$ cat src/rtl/fetch_pkg.sv
// ---------------------------------------------------------------------------
// fetch_pkg
// Shared types and constants for the fetch redirect controller.
//   fetch_state_e     : fetch FSM states (RUN, FLUSH, HALT)
//   PC_INC            : byte increment of the fetch PC per sequential fetch
//   FLUSH_CYC_DEFAULT : default count of bubble cycles after a redirect
// ---------------------------------------------------------------------------
package fetch_pkg;

    typedef enum logic [1:0] {
        RUN   = 2'd0,
        FLUSH = 2'd1,
        HALT  = 2'd2
    } fetch_state_e;

    localparam int PC_INC            = 4;
    localparam int FLUSH_CYC_DEFAULT = 2;

endpackage

$ cat src/rtl/sat_counter.sv
// ---------------------------------------------------------------------------
// sat_counter
// Saturating up-counter with synchronous clear.
// Ports:
//   clk   : clock
//   reset : synchronous active-high reset (count -> 0)
//   clear : synchronous clear (count -> 0)
//   inc   : increment by one; holds at all-ones
//   count : current count
// ---------------------------------------------------------------------------
module sat_counter #(
    parameter int WIDTH = 16
) (
    input  logic             clk,
    input  logic             reset,
    input  logic             clear,
    input  logic             inc,
    output logic [WIDTH-1:0] count
);

    logic [WIDTH-1:0] count_d;
    logic [WIDTH-1:0] count_q;

    always_comb begin
        count_d = count_q;
        if (clear) begin
            count_d = '0;
        end else if (inc && (count_q != '1)) begin
            count_d = count_q + WIDTH'(1);
        end
    end

    always_ff @(posedge clk) begin
        if (reset) begin
            count_q <= '0;
        end else begin
            count_q <= count_d;
        end
    end

    assign count = count_q;

endmodule

$ cat src/rtl/fetch_redirect_ctrl.sv
// ---------------------------------------------------------------------------
// fetch_redirect_ctrl
// Owns the fetch PC: sequential +4 fetch, hazard stall, branch/jump redirect
// with IF/ID bubble injection, halt parking and misaligned-target trapping.
// Ports:
//   clk, reset   : clock, synchronous active-high reset
//   PcSel, BrPC  : taken-redirect request and its byte target
//   stall        : hold the PC this cycle
//   flag_halt    : halt instruction reached EX
//   Cur_PC       : current fetch address
//   if_flush     : squash IF/ID this cycle
//   id_flush     : squash ID/EX this cycle
//   halted       : core parked in HALT
//   misalign_err : sticky, a redirect target was not word-aligned
//   redirect_cnt : saturating taken-redirect count (BRANCH_STATS_EN only)
// Optional feature macro: BRANCH_STATS_EN (adds redirect_cnt and an internal
// flush_cyc_cnt debug counter).
// ---------------------------------------------------------------------------
module fetch_redirect_ctrl
    import fetch_pkg::*;
#(
    parameter int PC_W      = 9,
    parameter int FLUSH_CYC = FLUSH_CYC_DEFAULT
) (
    input  logic            clk,
    input  logic            reset,
    input  logic            PcSel,
    input  logic [31:0]     BrPC,
    input  logic            stall,
    input  logic            flag_halt,
    output logic [PC_W-1:0] Cur_PC,
    output logic            if_flush,
    output logic            id_flush,
    output logic            halted,
    output logic            misalign_err
`ifdef BRANCH_STATS_EN
    ,
    output logic [15:0]     redirect_cnt
`endif
);

    localparam int             CNT_W    = (FLUSH_CYC > 2) ? $clog2(FLUSH_CYC) : 1;
    localparam logic [CNT_W-1:0] CNT_LOAD = CNT_W'(FLUSH_CYC - 1);

    fetch_state_e     state_d, state_q;
    logic [PC_W-1:0]  cur_pc_d, cur_pc_q;
    logic [CNT_W-1:0] cnt_d, cnt_q;
    logic             misalign_d, misalign_q;
    logic             if_flush_c, id_flush_c;
    logic             redirect_ok;

    // Target bits above the PC width are dropped by design.
    logic unused_brpc_hi;
    assign unused_brpc_hi = ^BrPC[31:PC_W];

    // NOTE: every always_comb output gets a default first so no path leaves
    // a value unassigned; that is what keeps latches from being inferred.
    always_comb begin
        state_d     = state_q;
        cur_pc_d    = cur_pc_q;
        cnt_d       = cnt_q;
        misalign_d  = misalign_q;
        if_flush_c  = 1'b0;
        id_flush_c  = 1'b0;
        redirect_ok = 1'b0;

        unique case (state_q)
            RUN, FLUSH: begin
                if (flag_halt) begin
                    state_d    = HALT;
                    if_flush_c = 1'b1;
                    id_flush_c = 1'b1;
                end else if (PcSel) begin
                    if (BrPC[1:0] != 2'b00) begin
                        misalign_d = 1'b1;
                        state_d    = HALT;
                    end else begin
                        cur_pc_d    = BrPC[PC_W-1:0];
                        if_flush_c  = 1'b1;
                        id_flush_c  = 1'b1;
                        redirect_ok = 1'b1;
                        cnt_d       = CNT_LOAD;
                        state_d     = (CNT_LOAD != '0) ? FLUSH : RUN;
                    end
                end else begin
                    if (state_q == FLUSH) begin
                        if_flush_c = 1'b1;
                        cnt_d      = cnt_q - CNT_W'(1);
                        if (cnt_d == '0) begin
                            state_d = RUN;
                        end
                    end
                    if (!stall) begin
                        cur_pc_d = cur_pc_q + PC_W'(PC_INC);
                    end
                end
            end
            HALT: begin
                // Absorbing until reset.
            end
            default: begin
                state_d = RUN;
            end
        endcase
    end

    // NOTE: sequential state uses non-blocking assignments so every flop
    // samples pre-edge values regardless of statement order.
    always_ff @(posedge clk) begin
        if (reset) begin
            state_q    <= RUN;
            cur_pc_q   <= '0;
            cnt_q      <= '0;
            misalign_q <= 1'b0;
        end else begin
            state_q    <= state_d;
            cur_pc_q   <= cur_pc_d;
            cnt_q      <= cnt_d;
            misalign_q <= misalign_d;
        end
    end

    // Flushes are combinational; masking with reset keeps a reset issued
    // mid-FLUSH from squashing anything.
    assign if_flush     = if_flush_c & ~reset;
    assign id_flush     = id_flush_c & ~reset;
    assign Cur_PC       = cur_pc_q;
    assign halted       = (state_q == HALT);
    assign misalign_err = misalign_q;

`ifdef BRANCH_STATS_EN
    // Debug-visible count of cycles with an IF/ID squash.
    logic [15:0] flush_cyc_cnt;

    sat_counter #(.WIDTH(16)) u_redirect_cnt (
        .clk   (clk),
        .reset (reset),
        .clear (1'b0),
        .inc   (redirect_ok),
        .count (redirect_cnt)
    );

    sat_counter #(.WIDTH(16)) u_flush_cyc_cnt (
        .clk   (clk),
        .reset (reset),
        .clear (1'b0),
        .inc   (if_flush),
        .count (flush_cyc_cnt)
    );
`else
    logic unused_redirect_ok;
    assign unused_redirect_ok = redirect_ok;
`endif

endmodule

$ cat config.mk
export PLATFORM = sky130hd
export DESIGN_NAME = fetch_redirect_ctrl
export DESIGN_NICKNAME = d
export VERILOG_FILES = /design/src/rtl/fetch_pkg.sv /design/src/rtl/sat_counter.sv /design/src/rtl/fetch_redirect_ctrl.sv
export SDC_FILE = /design/constraint.sdc
export NUM_CORES = 1
export LEC_CHECK = 0
export CORE_MARGIN = 4
export CORE_UTILIZATION = 34
export CTS_CLUSTER_DIAMETER = 60
export DETAILED_ROUTE_END_ITERATION = 10
export PLACE_DENSITY = 0.89
export SLEW_MARGIN = 40
export SYNTH_ARGS = -nofsm -noshare
export SYNTH_HDL_FRONTEND = slang
export SYNTH_HIERARCHICAL = 1
export SYNTH_SLANG_ARGS = --single-unit
$ cat constraint.sdc
create_clock -name clk -period 1.45 [get_ports clk]
set_clock_uncertainty 0.05 [all_clocks]
set_input_delay 0.435 -clock clk [delete_from_list [all_inputs] [get_ports clk]]
set_output_delay 0.435 -clock clk [all_outputs]
set_load 0.05 [all_outputs]
==> parameters.txt, run 1 <==
Parameter                              Value

Clocking
  Clock tree sinks    13
  Number of buffers on the longest clock path    2
  CTS clock-pin slew for the worst setup and hold paths    0.09 ns
  TritonCTS buffer count    3
  Clock tree from TritonCTS    done
  Htree depth    1
  Root buffer cell    sky130_fd_sc_hd__clkbuf_4
  Clock latency on the worst-skew pair    0.28 ns

Timing
  Final worst slack    -0.303 ns
  Worst Max-Slew Pin Slew    0.322 ns
  Final critical-path share of the clock period    1.21
  Worst hold margin    0.437 ns
  Worst-case headroom to the max-slew limit    0.782
  Post-layout minimum cycle time    1.75 ns
  Final hold vios    0
  Maximum clock frequency    570 MHz
  RSZ-0062 raised after global routing    yes
  Final count of pins violating max slew    0
  Number of setup violations in the final report    3

Synth
  Average cell area after synthesis    8.39 um^2
  Cell area after technology mapping    704 um^2
  Number of instances in the synthesized netlist    84
  Most used standard cells in the synthesized netlist    sky130_fd_sc_hd__dfxtp_1, sky130_fd_sc_hd__nand2_1, sky130_fd_sc_hd__nor2_1
  Yosys warnings    6
  Number of enable flip-flop cells after synthesis    0
  Synth unique cells    33
  Leading cell types by total area after synthesis    sky130_fd_sc_hd__dfxtp_1, sky130_fd_sc_hd__nand2_1, sky130_fd_sc_hd__nor2_1, sky130_fd_sc_hd__o21ai_0, sky130_fd_sc_hd__o21ba_2
  Async set-or-reset flop fraction in the synthesized netlist    0
  Share of the yosys chip area belonging to registers    0.369
  Top-area cell type share of the netlist area    0.369
  Post-Syn Nets    122
  Most frequent cell after synthesis    sky130_fd_sc_hd__dfxtp_1
  Top_reg_cell synth    sky130_fd_sc_hd__dfxtp_1
  Post-synthesis sequential element count    13
  Top cell type by total area after synthesis    sky130_fd_sc_hd__dfxtp_1

Drt
  Post-route DRC    0
  Number of design-rule violations left by the first detailed-router iteration    29
  Total wire length after detailed routing    2010 um
  Via count    779
  Remaining antenna violation count after routing    0
  Post-detailed-route wirelength per cell    13.6 um
  Ratio of routed vias to standard cells    5.30
  Number of optimization iterations in the first detailed-route pass    4

Critical path
  Maximum fanout encountered on the critical timing path    2
  Crit Reg-Reg Startpoint    Cur_PC[2]
  Max stage delay on crit path    0.24 ns
  Worst Setup End Kind    primary output
  Cell with the largest stage delay on the worst path    sky130_fd_sc_hd__nor3b_4
  Type of the worst setup path    input port to primary output
  Worst path required time    0.97 ns
  CP startpoint    BrPC[1]
  Arrival time at the worst endpoint    1.27 ns
  Setup crit start kind    input port
  Chain of cells forming the critical path    buf_8 > nor3b_4 > nor2_4 > a211oi_4 > buf_12

Cells and area
  Layout area overhead    84.0%
  Fill count    162
  Total non-filler cell area in the finished layout    1300 um^2
  # diodes    0
  Fraction of layout cells with a size suffix above 1    0.417
  Final cell utilization of the core    0.661
  FF+latch area    275 um^2
  Total area of multi-input combinational cells    484 um^2
  Layout Nets    159

Floorplan
  Total die area    2860 um^2
  I/O pin cnt    50
  Starting utilization of the core area    0.359
  DIE WIDTH    53.5 um
  Vertical extent of the die    53.5 um
  Count of standard-cell rows    16
  Core area    1960 um^2

Run status
  Outcome    finished with violations
  Violations in the final reports    setup timing

GRT
  Vias in the first global route    753
  Total GRT Usage    0.162
  Pin count of the biggest net entering global routing    22
  Global-route wire length before repair    3330 um
  Initial antenna violation count    0
  Total congestion overflow    0

Place
  Sum of net half-perimeters after detailed placement    1540 um
  Global placement routability congestion    0.790
  Area after DPL    1210 um^2
  Minimum setup slack after placement    -0.750 ns
  Number of buffers added on ports    26

Hold path
  Hold Path Origin    PcSel
  Class of the most critical hold timing path    input port to register

Job
  Count of maximum capacitance violations    0

Power
  Cell Pwr Density    673 nW/um^2
  VDD IR-drop max    0.379 mV
  Leakage power of the design    0.489 nW
stage by stage:
| step | setup TNS (ns) | total power [mW] | cells |
|---|---|---|---|
| after floorplan | -0.666 | 0.512 | 84 |
| after global placement | -7.26 | 0.633 | 141 |
| after detailed placement | -7.96 | 0.639 | 141 |
| after CTS | -0.597 | 0.875 | 146 |
| after global routing | -0.664 | 0.926 | 147 |
| final | -0.532 | 0.873 | 147 |
worst max-delay path, delay by kind of cell:
kind / cells / cell delay [ns]
AO/OA/AOI/OAI: 1 / 0.24
buffers and inverters: 2 / 0.27
AND/OR/NAND/NOR: 2 / 0.32
path summary, 6_finish.rpt:
| check | depth (start not counted) | to | slack (ns) |
|---|---|---|---|
| max | 5 | if_flush | -0.30 |
| min | 3 | state_q[1] | 0.44 |
| max reg2reg | 5 | Cur_PC[8] | 0.09 |
| min reg2reg | 1 | Cur_PC[0] | 0.47 |
final cells by class:
type | count | share of cell area
Sequential cell | 13 | 0.212
Timing Repair Buffer | 36 | 0.365
Inverter | 1 | 0.00290
Tap cell | 27 | 0.0261
Clock buffer | 4 | 0.0203
Multi-Input combinational cell | 66 | 0.374
cell usage in the layout (no fill, tap or decap), types with 2 or more instances in the layout:
cell,count
sky130_fd_sc_hd__dfxtp_4,3
sky130_fd_sc_hd__buf_6,3
sky130_fd_sc_hd__nor2_4,2
sky130_fd_sc_hd__a21oi_1,5
sky130_fd_sc_hd__o21ai_1,2
sky130_fd_sc_hd__nor2_1,8
sky130_fd_sc_hd__dfxtp_2,3
sky130_fd_sc_hd__clkdlybuf4s50_1,7
sky130_fd_sc_hd__nand2_1,11
sky130_fd_sc_hd__o31ai_1,2
sky130_fd_sc_hd__clkbuf_4,3
sky130_fd_sc_hd__buf_4,9
sky130_fd_sc_hd__dfxtp_1,7
sky130_fd_sc_hd__o21ba_2,3
sky130_fd_sc_hd__dlygate4sd2_1,3
sky130_fd_sc_hd__buf_12,13
sky130_fd_sc_hd__and2_1,2
sky130_fd_sc_hd__o21ai_0,4
sequential cells by signal, summed over array words and instances, names as in the netlist:
name / count
Cur_PC: 9
state_q: 2
cnt_q: 1
misalign_err: 1
power breakdown:
group          internal, mW  total (mW)  switching, mW
clock network         0.107       0.230          0.124
registers             0.366       0.385         0.0191
logic                 0.135       0.257          0.122
kinds of logic after synthesis:
group / count (synthesis) / synth area share
buf+inv: 5 / 0.0408
mux: 1 / 0.0142
simple gates: 34 / 0.245
compound gates: 30 / 0.313
fa+ha+maj: 1 / 0.0178
flops: 13 / 0.369
per-layer routing:
metal / up-vias / global-route usage / share of wire
li1: 383 / - / -
met1: 366 / 0.165 / 0.39
met2: 30 / 0.302 / 0.54
met3: 0 / 0.0394 / 0.069
met4: 0 / 0.0766 / 0
met5: - / 0 / 0
timing repair:
item,CTS,global route
pin swaps,4,2
hold buffers,0,0
buffers inserted,1,2
endpoints found under the setup margin,14,7
endpoints found under the hold margin,0,0
resized for setup,26,8
Power figures use the tool's default switching activity.
==> inputs of run 2 (changes only) <==
Settings changed: GPL_ROUTABILITY_DRIVEN from default to 1.
==> results of run 2 <==
The final DEF is identical to that of run 1; final timing and power are the same.
==> inputs of run 3 (changes only) <==
Settings changed: SLEW_MARGIN 40 to default.
==> results of run 3 <==
The final DEF is identical to that of run 1; final timing and power are the same.
